**config.mk**
```make
export PLATFORM = sky130hd
export DESIGN_NAME = comparator_4bit_bf
export DESIGN_NICKNAME = d
export VERILOG_FILES = /design/src/rtl/comparator_4bit_bf.sv
export SDC_FILE = /design/constraint.sdc
export NUM_CORES = 1
export LEC_CHECK = 0
export ABC_AREA = 1
export BUFFER_PORTS_ARGS = -buffer_cell sky130_fd_sc_hd__buf_2
export CAP_MARGIN = 20
export CORE_AREA = 3 3 40 42
export CTS_CLUSTER_SIZE = 28
export DETAILED_ROUTE_END_ITERATION = 16
export DIE_AREA = 0 0 43 45
export MAX_ROUTING_LAYER = met4
export PLACE_DENSITY = 0.59
export SKIP_LAST_GASP = 1
export SYNTH_ARGS = -nofsm -noshare
export SYNTH_HDL_FRONTEND = slang
export SYNTH_HIERARCHICAL = 1
export SYNTH_SLANG_ARGS = --single-unit
```
**constraint.sdc**
```tcl
create_clock -name clk -period 0.8 [get_ports clk]
set_input_delay 0.16 -clock clk [delete_from_list [all_inputs] [get_ports clk]]
set_output_delay 0.16 -clock clk [all_outputs]
set_load 0.03 [all_outputs]
```
**src/rtl/comparator_4bit_bf.sv**
```systemverilog
// Registered E/G/L magnitude comparator built from an MSB-first cascade of per-bit xnor cells.
// SIGNED_CMP flips the MSB decision so two's-complement operands order correctly.

module comparator_4bit_bf_cell (
    input  logic a,
    input  logic b,
    input  logic hi_eq,
    input  logic swap,
    output logic x,
    output logic g,
    output logic l
);
    assign x = ~(a ^ b);
    // A bit decides the result only when every more-significant bit matched.
    assign g = hi_eq & (swap ? (~a & b) : (a & ~b));
    assign l = hi_eq & (swap ? (a & ~b) : (~a & b));
endmodule

module comparator_4bit_bf #(
    parameter int WIDTH      = 4,
    parameter bit SIGNED_CMP = 1'b0
) (
    input  logic             clk,
    input  logic             rst_n,
    input  logic             in_valid,
    input  logic [WIDTH-1:0] A,
    input  logic [WIDTH-1:0] B,
    output logic             out_valid,
    output logic             E,
    output logic             G,
    output logic             L
);
    localparam int STAGES = 1;

    logic [WIDTH-1:0] x;
    logic [WIDTH-1:0] g_t;
    logic [WIDTH-1:0] l_t;
    logic [WIDTH-1:0] hi_eq;
    logic             eq, gt, lt;
    logic [STAGES:1]  vld_pipe;

    genvar i;
    generate
        for (i = 0; i < WIDTH; i++) begin : g_bit
            if (i == WIDTH - 1) begin : g_msb
                assign hi_eq[i] = 1'b1;
            end else begin : g_low
                assign hi_eq[i] = hi_eq[i+1] & x[i+1];
            end

            comparator_4bit_bf_cell u_cell (
                .a     (A[i]),
                .b     (B[i]),
                .hi_eq (hi_eq[i]),
                .swap  (SIGNED_CMP && (i == WIDTH - 1)),
                .x     (x[i]),
                .g     (g_t[i]),
                .l     (l_t[i])
            );
        end
    endgenerate

    assign eq = &x;
    assign gt = |g_t;
    assign lt = |l_t;

    always_ff @(posedge clk or negedge rst_n) begin
        if (!rst_n) begin
            vld_pipe <= '0;
            E        <= 1'b0;
            G        <= 1'b0;
            L        <= 1'b0;
        end else begin
            vld_pipe[1] <= in_valid;
            // Flags hold the last captured pair; only out_valid tracks idle cycles.
            if (in_valid) begin
                E <= eq;
                G <= gt;
                L <= lt;
            end
        end
    end

    assign out_valid = vld_pipe[STAGES];

endmodule

```
==> impl_metrics.env, run 1 <==
export IMPL_status="finished, violations left"
export IMPL_violations="negative setup slack"
export IMPL_p_leak_nw=0.500
export IMPL_final_core_util_pct=65.5
export IMPL_start_util_pct=37.8
export IMPL_vdd_drop_max_mv=1.14
export IMPL_crit_type="reg -> out"
export IMPL_drt_pass1_iter_count=4
export IMPL_syn_area_per_cell_sq_um=5.92
export IMPL_clock_fmax_mhz=1080
export IMPL_post_drt_wl_per_cell_microns=7.39
export IMPL_synthDistinctLibCells=9
export IMPL_hold_end="out_valid"
export IMPL_drive_gt1_share_pct=34.2
export IMPL_antenna_left=0
export IMPL_path_cells="buf_6"
export IMPL_clockBufferDepth=2
export IMPL_clk_pin_slew_ns=0.04
export IMPL_synth_area_leaders="nand2_1 21%, dfrtp_1 21%, ha_1 21%, inv_1 15%, nor2_2 10%"
export IMPL_grt_met2_usage_pct=21.0
export IMPL_n_antenna_cell=0
export IMPL_cap_violations=0
export IMPL_start_kind="register"
export IMPL_grt_met1_usage_pct=16.5
export IMPL_busiest_layer="met2"
export IMPL_ctsHtreeMaxLevel=1
export IMPL_crit_start="L"
export IMPL_fin_ws_ns=-0.128
export IMPL_regToRegSetupSlack_ns=-0.08
export IMPL_finalSetupTns_ns=-0.655
export IMPL_numCtsBuffers=3
export IMPL_ys_flop_type="dfrtp_1"
export IMPL_grt_remaining_overflow=0
export IMPL_synth_edf_count=0
export IMPL_drc=0
export IMPL_synth_xor_area_share_pct=0
export IMPL_antenna_found_initial=0
export IMPL_synth_most_common_cell="nand2_1"
export IMPL_met3_usage_pct=5.18
export IMPL_drv_slew=0
export IMPL_finish_net_count=141
export IMPL_synth_top_family_by_area="simple AND/OR/NAND/NOR gates"
export IMPL_finalCritPeriodShare_pct=116
export IMPL_die_area_sq_um=1940
export IMPL_numPortBuffers=14
export IMPL_power_total_w=0.000906
export IMPL_max_stage_delay_ns=0.39
export IMPL_fillerInstances=116
export IMPL_cts_root_buf="clkbuf_4"
export IMPL_whs_path_depth=1
export IMPL_hp_class="in -> reg"
export IMPL_die_w_microns=43
export IMPL_worstHoldStart="in_valid"
export IMPL_rsz0062_at_grt="true"
export IMPL_cp_num_buf_inv=1
export IMPL_synth_fa_ha_area_share_pct=20.6
export IMPL_arrival_ns=0.77
export IMPL_critical_path_top_delay_family="flip-flops"
export IMPL_crit_required_ns=0.64
export IMPL_synth_seq_cells=4
export IMPL_drt_initial_drc_count=3
export IMPL_cellPowerDensity_nw_per_um2=1080
export IMPL_yosysTopAreaCellShare_pct=20.9
export IMPL_yosys_warnings=6
export IMPL_synth_commonest_cells="27 x nand2_1, 19 x inv_1, 12 x nor2_1"
export IMPL_reg2regPathDepth=4
export IMPL_yosysSeqAreaShare_pct=20.6
export IMPL_crit_path_end_kind="output pin"
export IMPL_synth_area_sq_um=485
export IMPL_core_sq_um=1280
export IMPL_gp_congestion=0.705
export IMPL_clk_latency_ns=0.24
export IMPL_grt_pass1_wl_mm=1.86
export IMPL_path_max_fanout=2
export IMPL_grt_pass1_vias=486
export IMPL_grt_max_degree=6
export IMPL_syn_inst=82
export IMPL_setup_viol=7
export IMPL_synth_compound_area_share_pct=1.03
export IMPL_grt_total_usage_pct=13.0
export IMPL_synth_mux_area_share_pct=0
export IMPL_syn_to_final_growth_pct=73.5
export IMPL_yosysTopAreaCell="nand2_1"
export IMPL_r2r_end="E"
export IMPL_ios=15
export IMPL_routed_wl_microns=997
export IMPL_cp_slowest_cell="dfrtp_1"
export IMPL_dpl_hpwl_microns=811
export IMPL_async_reset_ff_share_pct=100
export IMPL_rows=13
export IMPL_synthSimpleGateAreaFrac_pct=41.5
export IMPL_vias=505
export IMPL_viasPerCell=3.74
export IMPL_dieHeight_microns=45
export IMPL_cts_sinks=4
export IMPL_finalHoldViolations=0
export IMPL_min_period_ns=0.928
export IMPL_cts_tree="built"
export IMPL_skew_ns=0
export IMPL_r2r_start="E"
-- cell type report --
cell class	instances	area, sq um	area share [%]
multi-input cells	75	433	51.4
repair buffers	19	184	21.8
flip-flops and latches	4	100	11.9
inverters	19	83.8	9.96
clock buffers	3	22.5	2.67
well taps	15	18.8	2.23
-- worst max-delay path by stage --
stage / end / depth (start not counted)
final: L / 1
after global routing: L / 1
after CTS: L / 1
after detailed placement: G / 11
after global placement: G / 11
after floorplan: G / 10
-- report_power, final --
group / switching (W) / total (W) / internal [W] / leakage, nW
logic: 0.000212 / 0.000412 / 0.000200 / 0.436
clock network: 0.0000851 / 0.000253 / 0.000168 / 0.0138
registers: 0.0000157 / 0.000241 / 0.000225 / 0.0501
total: 0.000313 / 0.000906 / 0.000593 / 0.500
-- metal layers --
metal / vias to the layer above / wire, microns
met1: 205 / 475
li1: 291 / -
met4: 0 / 0
met5: - / 0
met3: 0 / 43
met2: 9 / 478
-- cells by family after synthesis --
group / after synthesis
fa+ha+maj: 8
simple gates: 48
flops: 4
compound gates: 1
buf+inv: 19
other cells: 2
-- per-stage QoR --
| stage | worst slack, ns | hold slack [ns] | instance area (sq um) | cells |
|---|---|---|---|---|
| CTS | -0.132 | 0.0907 | 832 | 134 |
| global placement | -0.395 | -0.0310 | 699 | 129 |
| finish | -0.128 | 0.0959 | 842 | 135 |
| detailed placement | -0.395 | -0.0339 | 699 | 129 |
| global route | -0.155 | 0.100 | 842 | 135 |
| floorplan | -0.133 | -0.136 | 596 | 98 |
-- layout by cell type (no fill, tap or decap) --
cell type      instances
nor2_2                 8
inv_8                  1
nand2_1               25
ha_4                   3
dlygate4sd3_1          1
buf_8                  2
conb_1                18
inv_1                 14
inv_4                  2
clkbuf_4               3
nor2_1                12
nand2_2                2
nand3_4                1
buf_6                  9
inv_2                  2
buf_4                  3
ha_1                   5
dfrtp_1                4
buf_2                  4
o21ai_2                1
-- flip-flops by register name, indices dropped and copies added (netlist names) --
register,flops
out_valid,1
G,1
E,1
L,1
-- worst reg2reg max path: stages, from the launching register on --
cell and delay [ns]:
dfrtp_1 0.39, buf_4 0.14, buf_4 0.12, nand2_1 0.07
o21ai_2 0.06
-- repair_timing --
item	in CTS	in global routing
pin swaps	8	5
gates resized for setup	23	2
hold buffers	1	0
buffers inserted	2	1
endpoints found under the setup margin	7	6
hold endpoints to repair	4	0
(Power assumes the default switching activity.)
==> run 2: changes to the inputs <==
- BUFFER_PORTS_ARGS: -buffer_cell sky130_fd_sc_hd__buf_2 -> unset
- CORE_AREA: 3 3 40 42 -> unset
- CORE_ASPECT_RATIO: unset -> 0.9
- CORE_MARGIN: unset -> 5
- CORE_UTILIZATION: unset -> 30
- DIE_AREA: 0 0 43 45 -> unset
- DONT_BUFFER_PORTS: unset -> 1
- PLACE_DENSITY: 0.59 -> 0.42
==> run 2 against run 1 <==
The flow still finishes with violations (negative setup slack). Register-to-register slack improved by 0.22 ns. Flip-flop and latch count did not move. Via count decreased by 12%. Sequential power rose by 5%.
==> impl_metrics.env, run 2 (synthesis results as in run 1) <==
export IMPL_skew_ns=0
export IMPL_dp_slack_ns=-0.241
export IMPL_vdd_drop_max_mv=0.790
export IMPL_final_common_cell="nand2_1"
export IMPL_max_stage_delay_ns=0.40
export IMPL_clock_fmax_mhz=1070
export IMPL_numPortBuffers=0
export IMPL_hp_class="in -> reg"
export IMPL_drt_initial_drc_count=5
export IMPL_p_leak_nw=0.435
export IMPL_ctsHtreeMaxLevel=1
export IMPL_die_area_sq_um=2520
export IMPL_clockBufferDepth=2
export IMPL_start_util_pct=32.4
export IMPL_drc=0
export IMPL_violations="negative setup slack"
export IMPL_rsz0062_at_grt="true"
export IMPL_clk_pin_slew_ns=0.04
export IMPL_cts_root_buf="clkbuf_4"
export IMPL_viasPerCell=3.42
export IMPL_path_cells="buf_12"
export IMPL_hold_ws_ns=0.0492
export IMPL_antenna_left=0
export IMPL_grt_total_usage_pct=8.93
export IMPL_grt_pass1_wl_mm=1.55
export IMPL_power_total_w=0.000850
export IMPL_final_cell_mix="24 x nand2_1, 18 x conb_1, 14 x inv_1, 12 x nor2_1, 8 x nor2_2"
export IMPL_min_period_ns=0.936
export IMPL_start_kind="register"
export IMPL_setup_viol=4
export IMPL_finish_net_count=129
export IMPL_arrival_ns=0.78
export IMPL_dieHeight_microns=48.2
export IMPL_fin_ws_ns=-0.136
export IMPL_drive_gt1_share_pct=26.9
export IMPL_post_drt_wl_per_cell_microns=6.95
export IMPL_drv_slew=0
export IMPL_grt_max_degree=6
export IMPL_crit_type="reg -> out"
export IMPL_grt_remaining_overflow=0
export IMPL_syn_to_final_growth_pct=55.9
export IMPL_status="finished, violations left"
export IMPL_crit_required_ns=0.64
export IMPL_finalCritPeriodShare_pct=117
export IMPL_cts_sinks=4
export IMPL_rows=13
export IMPL_antenna_found_initial=0
export IMPL_die_w_microns=52.4
export IMPL_dpl_hpwl_microns=837
export IMPL_path_max_fanout=2
export IMPL_cts_tree="built"
export IMPL_drt_pass1_iter_count=3
export IMPL_critical_path_top_delay_family="flip-flops"
export IMPL_core_sq_um=1500
export IMPL_finalHoldViolations=0
export IMPL_routed_wl_microns=904
export IMPL_numCtsBuffers=3
export IMPL_n_antenna_cell=0
export IMPL_cp_num_buf_inv=1
export IMPL_cap_violations=0
export IMPL_clk_latency_ns=0.22
export IMPL_gp_congestion=0.680
export IMPL_vias=445
export IMPL_ios=15
export IMPL_grt_pass1_vias=408
export IMPL_crit_path_end_kind="output pin"
export IMPL_cellPowerDensity_nw_per_um2=1120
export IMPL_finalSetupTns_ns=-0.435
export IMPL_cp_slowest_cell="dfrtp_1"
## run 2: cell types whose count changed in the layout (fill, tap and decap cells not counted), moves of 2 or more
cell / delta
inv_4: -2
buf_8: -2
buf_12: +3
buf_6: -9
buf_2: -4
inv_2: +2
## run 2: metal layers
metal  part of all wire (%)  GRT usage, %  vias up
li1                       -             -      265
met1                     51          12.8      171
met2                     42          11.4        9
met3                    7.0          2.14        0
met4                      0          4.59        0
met5                      0             -        -
## run 2: layout make-up
cell class / instances / area, sq um
Clock buffer: 3 / 22.5
Fill cell: 162 / 739
Inverter: 19 / 78.8
Multi-Input combinational cell: 75 / 432
Sequential cell: 4 / 101
Tap cell: 22 / 27.5
Timing Repair Buffer: 7 / 95.1
## run 2: path summary, 6_finish.rpt
kind	cells after the start	to	slack [ns]	start
setup / recovery	1	G	-0.14	G
hold / removal	2	L	0.05	in_valid
setup reg to reg	2	E	0.14	E
hold reg to reg	2	L	0.54	L
max in group asynchronous	1	out_valid	0.42	rst_n
min in group asynchronous	1	G	0.20	rst_n
## run 2: through the flow
step	util, %	instance area [sq um]	std cells
after floorplan	-	596	98
after detailed placement	46.2	691	124
after global placement	46.2	691	124
after global routing	50.6	757	130
final	50.6	757	130
after CTS	49.6	742	129
## run 2: timing repair
action,CTS,global route
hold buffers,2,0
endpoints found under the hold margin,5,0
pin swaps,0,6
buffers inserted,0,1
resized for setup,2,4
endpoints found under the setup margin,5,6
## run 2: power by group
group	switching [W]	internal, W
logic	0.000180	0.000186
registers	0.0000265	0.000226
clock network	0.0000658	0.000167
